### src/rtl/wb_mem_arbiter.sv
// Round-robin Wishbone B3 arbiter sharing one slave between NM masters.
// Grant is held for a whole cycle (bursts included); a watchdog aborts stalled accesses.
module wb_mem_arbiter #(
   parameter int NM      = 3,
   parameter int AW      = 32,
   parameter int DW      = 32,
   parameter int TIMEOUT = 256
) (
   input  logic                 wb_clk_i,
   input  logic                 wb_rst_n_i,
   input  logic [NM*AW-1:0]     m_adr_i,
   input  logic [NM*DW-1:0]     m_dat_i,
   input  logic [NM*DW/8-1:0]   m_sel_i,
   input  logic [NM-1:0]        m_we_i,
   input  logic [NM-1:0]        m_cyc_i,
   input  logic [NM-1:0]        m_stb_i,
   input  logic [NM*3-1:0]      m_cti_i,
   input  logic [NM*2-1:0]      m_bte_i,
   output logic [DW-1:0]        m_dat_o,
   output logic [NM-1:0]        m_ack_o,
   output logic [NM-1:0]        m_err_o,
   output logic [NM-1:0]        m_rty_o,
   output logic [AW-1:0]        s_adr_o,
   output logic [DW-1:0]        s_dat_o,
   output logic [DW/8-1:0]      s_sel_o,
   output logic                 s_we_o,
   output logic                 s_cyc_o,
   output logic                 s_stb_o,
   output logic [2:0]           s_cti_o,
   output logic [1:0]           s_bte_o,
   input  logic [DW-1:0]        s_dat_i,
   input  logic                 s_ack_i,
   input  logic                 s_err_i,
   input  logic                 s_rty_i,
   output logic [NM-1:0]        grant_o,
   output logic                 timeout_o
);

   localparam int SW = DW / 8;
   localparam int IW = (NM > 1) ? $clog2(NM) : 1;
   localparam int CW = (TIMEOUT > 0) ? $clog2(TIMEOUT + 1) : 1;
   localparam logic [CW-1:0] CNT_LAST  = (TIMEOUT > 0) ? CW'(TIMEOUT - 1) : '0;
   localparam logic [IW-1:0] LAST_INIT = IW'(NM - 1);

   typedef enum logic [1:0] {
      IDLE,
      GRANT,
      ABORT
   } state_t;

   state_t          state, state_nxt;
   logic [IW-1:0]   owner, owner_nxt;
   logic [IW-1:0]   last, last_nxt;
   logic [IW-1:0]   sel, pick;
   logic [CW-1:0]   cnt, cnt_nxt;
   logic [NM-1:0]   onehot;
   logic            found, term, fire;
   logic            owner_cyc, cyc_sel, stb_sel, we_sel;
   int unsigned     cand;

   assign term    = s_ack_i | s_err_i | s_rty_i;
   assign m_dat_o = s_dat_i;

   // Slave-side mux: idle and unowned cycles show master 0 with the bus qualifiers forced low.
   always_comb begin
      sel       = (state == IDLE) ? '0 : owner;
      s_adr_o   = '0;
      s_dat_o   = '0;
      s_sel_o   = '0;
      s_cti_o   = '0;
      s_bte_o   = '0;
      cyc_sel   = 1'b0;
      stb_sel   = 1'b0;
      we_sel    = 1'b0;
      owner_cyc = 1'b0;
      onehot    = '0;
      for (int unsigned k = 0; k < NM; k++) begin
         onehot[k] = (owner == IW'(k));
         if (owner == IW'(k))
            owner_cyc = m_cyc_i[k];
         if (sel == IW'(k)) begin
            s_adr_o = m_adr_i[k*AW +: AW];
            s_dat_o = m_dat_i[k*DW +: DW];
            s_sel_o = m_sel_i[k*SW +: SW];
            s_cti_o = m_cti_i[k*3 +: 3];
            s_bte_o = m_bte_i[k*2 +: 2];
            cyc_sel = m_cyc_i[k];
            stb_sel = m_stb_i[k];
            we_sel  = m_we_i[k];
         end
      end
      s_cyc_o = (state == GRANT) & cyc_sel;
      s_stb_o = (state == GRANT) & stb_sel;
      s_we_o  = (state == GRANT) & we_sel;
   end

   always_comb begin
      grant_o   = (state != IDLE) ? onehot : '0;
      m_ack_o   = (state == GRANT && s_ack_i) ? onehot : '0;
      m_rty_o   = (state == GRANT && s_rty_i) ? onehot : '0;
      m_err_o   = ((state == GRANT && s_err_i) || state == ABORT) ? onehot : '0;
      timeout_o = (state == ABORT);
   end

   // A terminating slave in the watchdog's last cycle suppresses the abort.
   assign fire = (TIMEOUT > 0) && (state == GRANT) && s_stb_o && !term && (cnt == CNT_LAST);

   always_comb begin
      state_nxt = state;
      owner_nxt = owner;
      last_nxt  = last;
      cnt_nxt   = '0;
      found     = 1'b0;
      pick      = last;
      cand      = 0;
      for (int unsigned i = 1; i <= NM; i++) begin
         cand = (32'(last) + i) % NM;
         for (int unsigned k = 0; k < NM; k++) begin
            if (!found && cand == k && m_cyc_i[k]) begin
               found = 1'b1;
               pick  = IW'(k);
            end
         end
      end
      case (state)
         IDLE: begin
            if (found) begin
               state_nxt = GRANT;
               owner_nxt = pick;
            end
         end
         GRANT: begin
            if (!owner_cyc) begin
               state_nxt = IDLE;
               last_nxt  = owner;
            end else if (fire) begin
               state_nxt = ABORT;
            end else if (s_stb_o && !term) begin
               cnt_nxt = (cnt == '1) ? cnt : cnt + 1'b1;
            end
         end
         ABORT: begin
            if (!owner_cyc) begin
               state_nxt = IDLE;
               last_nxt  = owner;
            end else begin
               state_nxt = GRANT;
            end
         end
         default: state_nxt = IDLE;
      endcase
   end

   always_ff @(posedge wb_clk_i or negedge wb_rst_n_i) begin
      if (!wb_rst_n_i) begin
         state <= IDLE;
         owner <= '0;
         last  <= LAST_INIT;
         cnt   <= '0;
      end else begin
         state <= state_nxt;
         owner <= owner_nxt;
         last  <= last_nxt;
         cnt   <= cnt_nxt;
      end
   end

endmodule

### config.mk
export PLATFORM = sky130hd
export DESIGN_NAME = wb_mem_arbiter
export DESIGN_NICKNAME = d
export VERILOG_FILES = /design/src/rtl/wb_mem_arbiter.sv
export SDC_FILE = /design/constraint.sdc
export NUM_CORES = 1
export LEC_CHECK = 0
export ABC_CLOCK_PERIOD_IN_PS = 3150
export BUFFER_PORTS_ARGS = -buffer_cell sky130_fd_sc_hd__buf_2
export CORE_AREA = 2 2 148 150
export CTS_CLUSTER_SIZE = 20
export DETAILED_ROUTE_END_ITERATION = 16
export DIE_AREA = 0 0 150 152
export MAX_ROUTING_LAYER = met4
export PLACE_DENSITY = 0.45
export REMOVE_ABC_BUFFERS = 1
export SLEW_MARGIN = 20
export SYNTH_ARGS = -nofsm -noshare
export SYNTH_HDL_FRONTEND = slang
export SYNTH_SLANG_ARGS = --single-unit
### constraint.sdc
create_clock -name wb_clk_i -period 3.15 [get_ports wb_clk_i]
set_clock_uncertainty 0.1 [all_clocks]
set_input_delay 0.1575 -clock wb_clk_i [delete_from_list [all_inputs] [get_ports wb_clk_i]]
set_output_delay 0.1575 -clock wb_clk_i [all_outputs]
set_load 0.1 [all_outputs]
**Yosys cells after proc, flatten, opt, wreduce, memory -nomap -nowiden**

Index checks and enable logic that the tools add are counted.

- Output and inout port bits: 121
- Word-level logic and storage cells: 139
- Input bits: 265
- Bits in registers: 15

- Reduce and logical (&&, ||, !) cells: 45
- Equality and inequality tests: 17
- Muxes and demuxes: 60
- $add $sub $neg: 4
- Div/mod/pow operators: 3
- Bitwise logic cells: 6

Operator list:

| kind | number |
|---|---|
| $mux 32 | 6 |
| $eq 32x1->1 const B | 3 |
| $eq 32x2->1 const B | 3 |
| $logic_not 32->1 | 3 |
| $mod 32x2->32 const B | 3 |
| $mux 9 | 5 |
| $mux 2 | 16 |
| $logic_and 1x1->1 | 24 |
| $mux 1 | 22 |
| $mux 3 | 7 |
| $mux 4 | 3 |
| $add 9x1->9 const B | 1 |
| $eq 9x8->1 const B | 1 |
| $eq 9x9->1 const B | 1 |
| $logic_not 1->1 | 9 |
| $add 2x2->3 const B | 2 |
| $eq 2x1->1 const B | 3 |
| $eq 2x2->1 const B | 3 |
| $logic_not 2->1 | 3 |
| $pmux 2 s3 | 1 |
| $reduce_and 2->1 | 3 |
| $ne 5x5->1 const B | 1 |
| $add 2x1->3 const B | 1 |
| $and 1x1->1 | 3 |
| other kinds (7) | 8 |

**Depth between registers and ports, before layout**

Gate-level depths: netlist of the first run.

- Depth in word-level cells: 39
- Depth in mapped cells: 10
- Depth with buffers taken out: 9

**Worst setup path before layout of the first run**

No wires, ideal clock.

- Path kind: flip-flop to output port
- Start point: register state[0]
- End point: output m_err_o[0]
- Setup slack: -0.638 ns
- Cell stages (with the launch flop): 5
- Arrival: 3.531 ns
- Data required time: 2.892 ns
- Buffers on the path: 0
- Cells stage by stage: dfrtp_1 inv_1 ha_1 a21oi_1 nor3_1

- Elaborated cells between the ends (all ways): 5
- Classes of those cells: eq/ne (2); mux (1); reduce/logical (2)

RTL lines:

| item | line | RTL |
|---|---|---|
| from (decl) | 51 | `state_t state, state_nxt;` |
| from (signal assigned) | 161 | `state <= state_nxt;` |
| $eq 2x2->1 | n/a |  |
| named net timeout_o | 36 | `output logic timeout_o` |
| $logic_or 1x1->1 | 101 | `m_err_o = ((state == GRANT && s_err_i) \|\| state == ABORT) ? onehot : '0;` |
| $mux 3 | 101 |  |
| to (decl) | 21 | `output logic [NM-1:0] m_err_o,` |

The timed path passes the listed nets, and every way through them passes these cells.

**Worst setup path after layout of the first run**

- Start point: register owner[1]
- End point: output s_cti_o[2]

- Longest elaborated chain between the ends: 5
- Elaborated cells between the ends (all ways): 7
- Classes of those cells: eq/ne (2); mux (4); reduce/logical (1)

RTL lines:

| item | line | RTL |
|---|---|---|
| from (decl) | 52 | `logic [IW-1:0] owner, owner_nxt;` |
| from (signal assigned) | 162 | `owner <= owner_nxt;` |
| $mux 2 (*) | 66 | `sel = (state == IDLE) ? '0 : owner;` |
| $logic_not 2->1 | 81 | `if (sel == IW'(k)) begin` |
| $mux 3 (2 in series) | 81 |  |
| $mux 3 (*) | 81 |  |
| to (decl) | 29 | `output logic [2:0] s_cti_o,` |

Mark *: on every way between the ends. The rest lies on a longest branch, timed or not.

==> flow_summary.ini, run 1 <==
[synthesis]
yosysWarnings = 0
synth_cell_type_count = 39
synth.ff_latch_count = 15
synth_edf_count = 0
synth_flop_cell = dfrtp_1
post_synthesis_sequential_area_ratio = 0.1375
avgSynthCellArea_um2 = 6.384
synth.cell_area_mm2 = 0.002739
postSynth.asyncResetShare = 1.000
postSynthCellCount = 429

[finish]
stdcell_area_mm2 = 0.004925
area_delta_synth_final_pct = 79.81
fin_nets = 969
post_route_cells_drive_above_1_share = 0.4971
leading_cell_type_in_the_layout_fill_and_taps_excluded = buf_2
final_cell_mix = buf_2 (296), nand2_1 (88), o21ai_0 (79), a22oi_1 (73), buf_12 (30)
insertedDiodeCount = 0
n_fill_cell = 2430

[timing]
unrepaired_setup_endpoints_after_global_routing = no
report.final.setup_viol = 0
final.period_utilization = 0.8630
timing.hold.ws_ns = 0.1344
post-route-min-period_ns = 2.718
fmax_mhz = 367.9
relSlewSlack = 0.5560
number_of_max_slew_violations_in_the_final_report = 0
tightestPinTransition_ns = 0.6590
total_count_of_hold_check_failures_in_the_final_report = 0
layout_setup_ws_ns = 0.4316

[setup_path]
critical-path-max-stage-delay_ns = 0.54
critical-path-slowest-cell = o21ai_0
worstPathRequired_ns = 2.89
crit_type = reg -> out
data_arrival_time_at_the_worst_slack_endpoint_ns = 2.46
critical_path.startpoint = owner[1]
crit_path_frequent_cell = buf_12
worst-path-max-fanout = 31
cp-start-kind = flop
critical_path.reg2reg.startpoint = cnt[2]
end_kind = output port
path_cells = nor2b_4, buf_12, a22oi_1, o21ai_0, buf_12

[cts]
insertion_delay_ns = 0.25
numClockSinks = 15
cts.htree.levels = 1
tritoncts.num_buffers = 3
clk_root_buffer_cell = clkbuf_16
clockBufferDepth = 2
cts_setup_buffers = 0
cts_tree = done
path_clk_slew_ns = 0.05

[min_path]
hold_start = m_cyc_i[2]
hold_path.class = in -> reg

[grt]
number_of_antenna_violations_at_the_first_check_in_global_routing = 0
first_global_vias = 4002
grt_start_max_net_pins = 88
global_route.usage.total = 0.1729
grt_first_pass_wirelength_um = 27620
grt.overflow.total = 0

[floorplanning]
floorplan.rows = 54
core_region_area_mm2 = 0.02135
die_y_um = 152
die_width_um = 150
area_of_the_die_mm2 = 0.02280
num_io_pins = 386
initial_cell_density_of_the_core = 0.1283

[outcome]
status = complete, no violations

[route]
ant_nets = 0
drc_errors = 0
first_pass_iters = 6
vias = 4120
wl_per_cell_um = 21.18
routed_via_density = 4.230
wirelength_um = 20630
initialDrtViolationCount = 207

[place]
place_area_mm2 = 0.004836
hpwlAfterDp_um = 17460
dpl_worst_slack_ns = 0.5657
finalWeightedCongestion = 0.8491
port-buffer-count = 321

[run]
drv.max_cap_violation_count = 0
[flip-flops by register name, indices dropped and copies added (netlist names)]
name,flops
last,2
owner,2
cnt,9
state,2
[cells in the mapped netlist, types with 7 or more instances]
| library cell | number | share of area |
|---|---|---|
| a22oi_1 | 73 | 0.20 |
| buf_2 | 9 | 0.016 |
| and3_1 | 7 | 0.016 |
| dfrtp_1 | 14 | 0.13 |
| buf_4 | 33 | 0.090 |
| inv_1 | 7 | 0.0096 |
| ha_1 | 9 | 0.041 |
| nand2_1 | 88 | 0.12 |
| clkbuf_1 | 25 | 0.034 |
| nor2_1 | 22 | 0.030 |
| o21ai_0 | 79 | 0.14 |
| a21oi_1 | 12 | 0.022 |
[final timing paths]
kind,cells after the start,endpoint,slack [ns]
worst max-delay path,5,s_cti_o[2],0.43
worst min register to register,1,cnt[7],0.42
min in group asynchronous,2,cnt[8],0.26
worst max register to register,7,cnt[7],0.57
worst min-delay path,3,owner[1],0.13
max in group asynchronous,2,last[1],2.39
[cell families (layout without fill, tap and decap cells)]
| group | count (synthesis) | count (layout) | share of synthesized area |
|---|---|---|---|
| buffers and inverters | 78 | 343 | 0.1562 |
| muxes | 4 | 4 | 0.01553 |
| DFF | 15 | 15 | 0.1375 |
| AOI/OAI and AO/OA | 177 | 177 | 0.4107 |
| and+or+nand+nor | 140 | 140 | 0.2197 |
| adders and majority gates | 9 | 9 | 0.04112 |
| xor gates and xnor gates | 6 | 6 | 0.01919 |
[area by class of cell]
class	instances	area (um^2)	area share
inverter	7	26.28	0.005335
timing repair buffer	332	2130	0.4324
multi-input combinational	336	1963	0.3986
sequential	15	376.6	0.07647
clock buffer	4	78.83	0.01601
tap	280	350.3	0.07114
[worst max-delay path, delay by kind of cell (launching register included)]
family          cells  cell delay [ns]
compound gates      2             0.64
flops               1             0.52
simple gates        1             0.50
buf+inv             2             0.50
[per-stage QoR]
stage | utilization | TNS, ns | cells
floorplan | - | -233.06 | 358
global placement | 0.2265 | 0 | 969
detailed placement | 0.2265 | 0 | 969
CTS | 0.2307 | 0 | 974
global route | 0.2307 | 0 | 974
finish | 0.2307 | 0 | 974
[layer usage]
| layer | track usage | routed length (um) | vias up |
|---|---|---|---|
| li1 | - | - | 2047 |
| met1 | 0.1854 | 7714 | 1812 |
| met2 | 0.2483 | 8507 | 247 |
| met3 | 0.1417 | 4032 | 14 |
| met4 | 0.03279 | 377 | 0 |
| met5 | - | 0 | - |
[timing repair]
| action | in CTS | in global routing |
|---|---|---|
| resized for setup | 0 | 0 |
| hold buffers | 1 | 0 |
| hold endpoints to repair | 14 | 0 |
Power of run 1 is not shown: default switching activity piles up to over one toggle a cycle in this logic, so the estimate is an artifact.
==> inputs of run 2 (changes only) <==
--- a/config.mk
+++ b/config.mk
@@ -5,7 +5,7 @@
 export SDC_FILE = /design/constraint.sdc
 export NUM_CORES = 1
 export LEC_CHECK = 0
-export ABC_CLOCK_PERIOD_IN_PS = 3150
+export ABC_CLOCK_PERIOD_IN_PS = 3400
 export BUFFER_PORTS_ARGS = -buffer_cell sky130_fd_sc_hd__buf_2
 export CORE_AREA = 2 2 148 150
 export CTS_CLUSTER_SIZE = 20
==> constraint.sdc (replaced) <==
create_clock -name wb_clk_i -period 3.4 [get_ports wb_clk_i]
set_clock_uncertainty 0.1 [all_clocks]
set_input_delay 0.17 -clock wb_clk_i [delete_from_list [all_inputs] [get_ports wb_clk_i]]
set_output_delay 0.17 -clock wb_clk_i [all_outputs]
set_load 0.1 [all_outputs]
==> run 2 against run 1 <==
  * Flip-flop and latch count unchanged
  * Die area unchanged
  * Utilization decreased by 1.8 points
  * Worst setup slack got worse by 0.071 ns
  * Critical endpoint is now s_dat_o[6]
==> flow_summary.ini, run 2 (synthesis results as in run 1) <==
[place]
port-buffer-count = 321
dpl_worst_slack_ns = 0.5984
finalWeightedCongestion = 0.8360
hpwlAfterDp_um = 18900

[run]
drv.max_cap_violation_count = 0

[min_path]
min_path_cells = 3
hold_path.class = in -> reg
min_delay_worst_endpoint = owner[1]
hold_start = m_cyc_i[2]

[finish]
final_cell_mix = buf_2 (320), nand2_1 (88), o21ai_0 (79), a22oi_1 (73), nor2_1 (22)
end_of_flow_core_utilization = 0.2130
post_route_cells_drive_above_1_share = 0.5000
fin_nets = 971
largest_register_ffs = 9
registers.top_by_ff_count = cnt
area_delta_synth_final_pct = 66.06
leading_cell_type_in_the_layout_fill_and_taps_excluded = buf_2

[cts]
insertion_delay_ns = 0.25
tritoncts.num_buffers = 3
clk_root_buffer_cell = clkbuf_16
clockBufferDepth = 2
numClockSinks = 15
cts_resized = 0
cts_setup_buffers = 0
cts.htree.levels = 1
path_clk_slew_ns = 0.05
cts_tree = done

[setup_path]
cp-start-kind = flop
r2r-end = cnt[7]
data_arrival_time_at_the_worst_slack_endpoint_ns = 2.77
critical_path.reg2reg.startpoint = cnt[2]
crit_type = reg -> out
path_cells = inv_1, ha_2, o21bai_4, buf_12, nand2_1, o21ai_0, buf_2
critical-path-slowest-cell = buf_2
reg2reg_setup_slack_ns = 0.76
worst-path-max-fanout = 45
worstPathRequired_ns = 3.13
end_kind = output port
critical-path-max-stage-delay_ns = 0.52
timing.reg2reg.worst_path_depth = 7

[timing]
report.final.setup_viol = 0
tightestPinTransition_ns = 0.6040
total_count_of_hold_check_failures_in_the_final_report = 0
final.period_utilization = 0.8941
layout_setup_ws_ns = 0.3601
number_of_max_slew_violations_in_the_final_report = 0
unrepaired_setup_endpoints_after_global_routing = no
relSlewSlack = 0.5962
fmax_mhz = 329.0
timing.hold.ws_ns = 0.1637
post-route-min-period_ns = 3.040

[grt]
grt.overflow.total = 0
grt_start_max_net_pins = 47
number_of_antenna_violations_at_the_first_check_in_global_routing = 2
grt_first_pass_wirelength_um = 29600
global_route.usage.total = 0.1850
first_global_vias = 4173

[outcome]
status = complete, no violations

[route]
ant_nets = 0
routed_via_density = 4.309
wl_per_cell_um = 22.50
vias = 4214
first_pass_iters = 5
wirelength_um = 22010
drc_errors = 0
initialDrtViolationCount = 258

[floorplanning]
area_of_the_die_mm2 = 0.02280
floorplan.rows = 54
initial_cell_density_of_the_core = 0.1283
die_width_um = 150
die_y_um = 152
core_region_area_mm2 = 0.02135
num_io_pins = 386
run 2: cell types whose count changed in the layout (fill, tap and decap cells not counted), sizes merged:
cell	change
clkinv	+1
buf	+2
diode	+2
clkbuf	-1
run 2: stage by stage:
stage,TNS [ns],instance area [um^2],cells
after detailed placement,0,4453,971
after floorplan,-210.57,2337,358
after global placement,0,4453,971
after global routing,0,4548,978
after CTS,0,4543,976
final,0,4548,978
run 2: timing repair:
item,CTS,global route
hold buffers,1,0
endpoints found under the hold margin,14,0
setup endpoints to repair,0,0
run 2: cell type report:
cell class | count | area, um^2
Fill cell | 2498 | 16800
Multi-Input combinational cell | 336 | 1963
Timing Repair Buffer | 334 | 1747
Sequential cell | 15 | 376.6
Tap cell | 280 | 350.3
Clock buffer | 3 | 75.07
Inverter | 7 | 26.28
Clock inverter | 1 | 5.005
Antenna cell | 2 | 5.005
run 2: worst max path at each step:
stage	slack (ns)	cells past startpoint	from	end
after global placement	0.64	7	state[0]	s_dat_o[22]
after detailed placement	0.60	7	state[0]	s_dat_o[6]
after CTS	0.34	7	state[0]	s_dat_o[6]
final	0.36	7	state[0]	s_dat_o[6]
after floorplan	-2.56	3	owner[1]	s_adr_o[0]
after global routing	0.21	7	state[0]	s_dat_o[24]
run 2: worst max-delay path: cells and delay by family (launching register included):
kind,cells,cell delay (ns)
flip-flops,1,0.41
AO/OA/AOI/OAI,2,0.57
buffers and inverters,3,0.95
adder cells (fa/ha/maj),1,0.47
AND/OR/NAND/NOR,1,0.10
run 2: layer usage:
metal | up-vias | share of wire | track usage
met5 | - | 0 | -
met4 | 0 | 0.0012 | 0.008086
met3 | 2 | 0.17 | 0.1255
met2 | 258 | 0.41 | 0.2709
met1 | 1905 | 0.42 | 0.2209
li1 | 2049 | - | -
Power of run 2 is left out for the same reason.
==> inputs of run 3 (changes only) <==
--- a/config.mk
+++ b/config.mk
@@ -5,14 +5,13 @@
 export SDC_FILE = /design/constraint.sdc
 export NUM_CORES = 1
 export LEC_CHECK = 0
-export ABC_CLOCK_PERIOD_IN_PS = 3400
+export ABC_CLOCK_PERIOD_IN_PS = 2900
 export BUFFER_PORTS_ARGS = -buffer_cell sky130_fd_sc_hd__buf_2
 export CORE_AREA = 2 2 148 150
 export CTS_CLUSTER_SIZE = 20
 export DETAILED_ROUTE_END_ITERATION = 16
 export DIE_AREA = 0 0 150 152
 export MAX_ROUTING_LAYER = met4
-export PLACE_DENSITY = 0.45
 export REMOVE_ABC_BUFFERS = 1
 export SLEW_MARGIN = 20
 export SYNTH_ARGS = -nofsm -noshare
==> constraint.sdc (replaced) <==
create_clock -name wb_clk_i -period 2.9 [get_ports wb_clk_i]
set_clock_uncertainty 0.1 [all_clocks]
set_input_delay 0.145 -clock wb_clk_i [delete_from_list [all_inputs] [get_ports wb_clk_i]]
set_output_delay 0.145 -clock wb_clk_i [all_outputs]
set_load 0.1 [all_outputs]
==> run 3 against run 2 <==
  * Sequential share of layout area is 1.7 points lower
  * Flip-flop and latch count stayed put
  * Non-clock buffer count is 1 lower
  * Wire length is 19% lower
  * Design area is 26% higher
  * Worst setup slack worse by 0.094 ns
  * Global-route usage is 3.3 points lower
  * Cell count stayed put
  * Register-to-register slack worse by 0.49 ns
  * Via count is 1.2% higher
  * Critical path type is now reg -> reg
  * Largest cell class is now non-clock buffers
==> flow_summary.ini, run 3 (synthesis results as in run 1) <==
[grt]
grt_start_max_net_pins = 83
grt_first_pass_wirelength_um = 25110
grt.overflow.total = 0
global_route.usage.total = 0.1515
number_of_antenna_violations_at_the_first_check_in_global_routing = 3
first_global_vias = 3983

[route]
wl_per_cell_um = 18.34
ant_nets = 0
first_pass_iters = 4
initialDrtViolationCount = 171
wirelength_um = 17930
vias = 4266
routed_via_density = 4.362
drc_errors = 0

[finish]
area_delta_synth_final_pct = 108.6
fin_nets = 970
post_layout_nonfiller_instances = 978
largest_register_ffs = 9
post_route_cells_drive_above_1_share = 0.4993
registers.top_by_ff_count = cnt
leading_cell_type_in_the_layout_fill_and_taps_excluded = buf_2
final_cell_mix = buf_2 (246), nand2_1 (88), buf_12 (81), o21ai_0 (79), a22oi_1 (73)

[setup_path]
data_arrival_time_at_the_worst_slack_endpoint_ns = 2.69
crit_path_frequent_cell = and3_1
end_kind = flop
worstPathRequired_ns = 2.95
critical_path.startpoint = cnt[2]
crit_type = reg -> reg
critical-path-max-stage-delay_ns = 0.50
critical_path.reg2reg.startpoint = cnt[2]
worst-path-max-fanout = 9
path_cells = and3_1, and3_1, and3_1, ha_1, or4_1, or3_1, a311oi_2
cp-start-kind = flop
critical-path-slowest-cell = or4_1

[cts]
cts_tree = done
clockBufferDepth = 2
numClockSinks = 15
insertion_delay_ns = 0.25
clk_root_buffer_cell = clkbuf_16
path_clk_slew_ns = 0.05
tritoncts.num_buffers = 3
cts.htree.levels = 1

[min_path]
hold_start = m_cyc_i[2]
hold_path.class = in -> reg

[run]
drv.max_cap_violation_count = 0

[timing]
total_count_of_hold_check_failures_in_the_final_report = 0
final.setup.tns_ns = 0
relSlewSlack = 0.6528
unrepaired_setup_endpoints_after_global_routing = no
final.period_utilization = 0.9084
post-route-min-period_ns = 2.634
number_of_max_slew_violations_in_the_final_report = 0
tightestPinTransition_ns = 0.5153
report.final.setup_viol = 0
timing.hold.ws_ns = 0.1097
fmax_mhz = 379.6

[place]
place.detailed.instances = 970
port-buffer-count = 321
finalWeightedCongestion = 0.7849
hpwlAfterDp_um = 14700

[floorplanning]
area_of_the_die_mm2 = 0.02280
core_region_area_mm2 = 0.02135
die_width_um = 150
die_y_um = 152
initial_cell_density_of_the_core = 0.1283
num_io_pins = 386
floorplan.rows = 54

[outcome]
status = complete, no violations
run 3: path summary, 6_finish.rpt:
| kind | endpoint | slack, ns | cells past startpoint |
|---|---|---|---|
| min | owner[1] | 0.11 | 3 |
| min in group asynchronous | cnt[2] | 0.24 | 2 |
| min reg2reg | cnt[6] | 0.43 | 2 |
| max reg2reg | cnt[7] | 0.27 | 7 |
| max | cnt[7] | 0.27 | 7 |
| max in group asynchronous | last[1] | 2.16 | 2 |
run 3: layer usage:
| layer | routed length, um | track usage | vias up | part of all wire |
|---|---|---|---|---|
| met5 | 0 | - | - | 0 |
| met4 | 114 | 0.01527 | 0 | 0.0064 |
| met3 | 3382 | 0.1165 | 7 | 0.19 |
| met2 | 7539 | 0.2196 | 249 | 0.42 |
| met1 | 6895 | 0.1710 | 1959 | 0.38 |
| li1 | - | - | 2051 | - |
run 3: cell type report:
cell class / instances / area (um^2)
fill: 2301 / 15640
timing repair buffer: 333 / 2900
multi-input combinational: 336 / 1973
sequential: 15 / 376.6
tap: 280 / 350.3
clock buffer: 3 / 75.07
inverter: 7 / 26.28
antenna: 3 / 7.507
clock inverter: 1 / 5.005
run 3: stage by stage:
stage,area [um^2],worst slack (ns),utilization
final,5714,0.2658,0.2676
after global routing,5714,0.1187,0.2676
after CTS,5707,0.2627,0.2673
after detailed placement,5617,0.2734,0.2631
after global placement,5617,0.3304,0.2631
after floorplan,2337,-3.038,-
run 3: repair_timing:
action                    CTS  global route
setup buffers               0             0
hold buffers                1             0
resized for setup           0             0
hold endpoints to repair   15             0
run 3: worst max-delay path: cells and delay by family (launching register included):
kind	cells	cell delay [ns]
fa+ha+maj	1	0.19
simple gates	5	1.59
compound gates	1	0.25
flops	1	0.40
Power of run 3 is left out for the same reason.
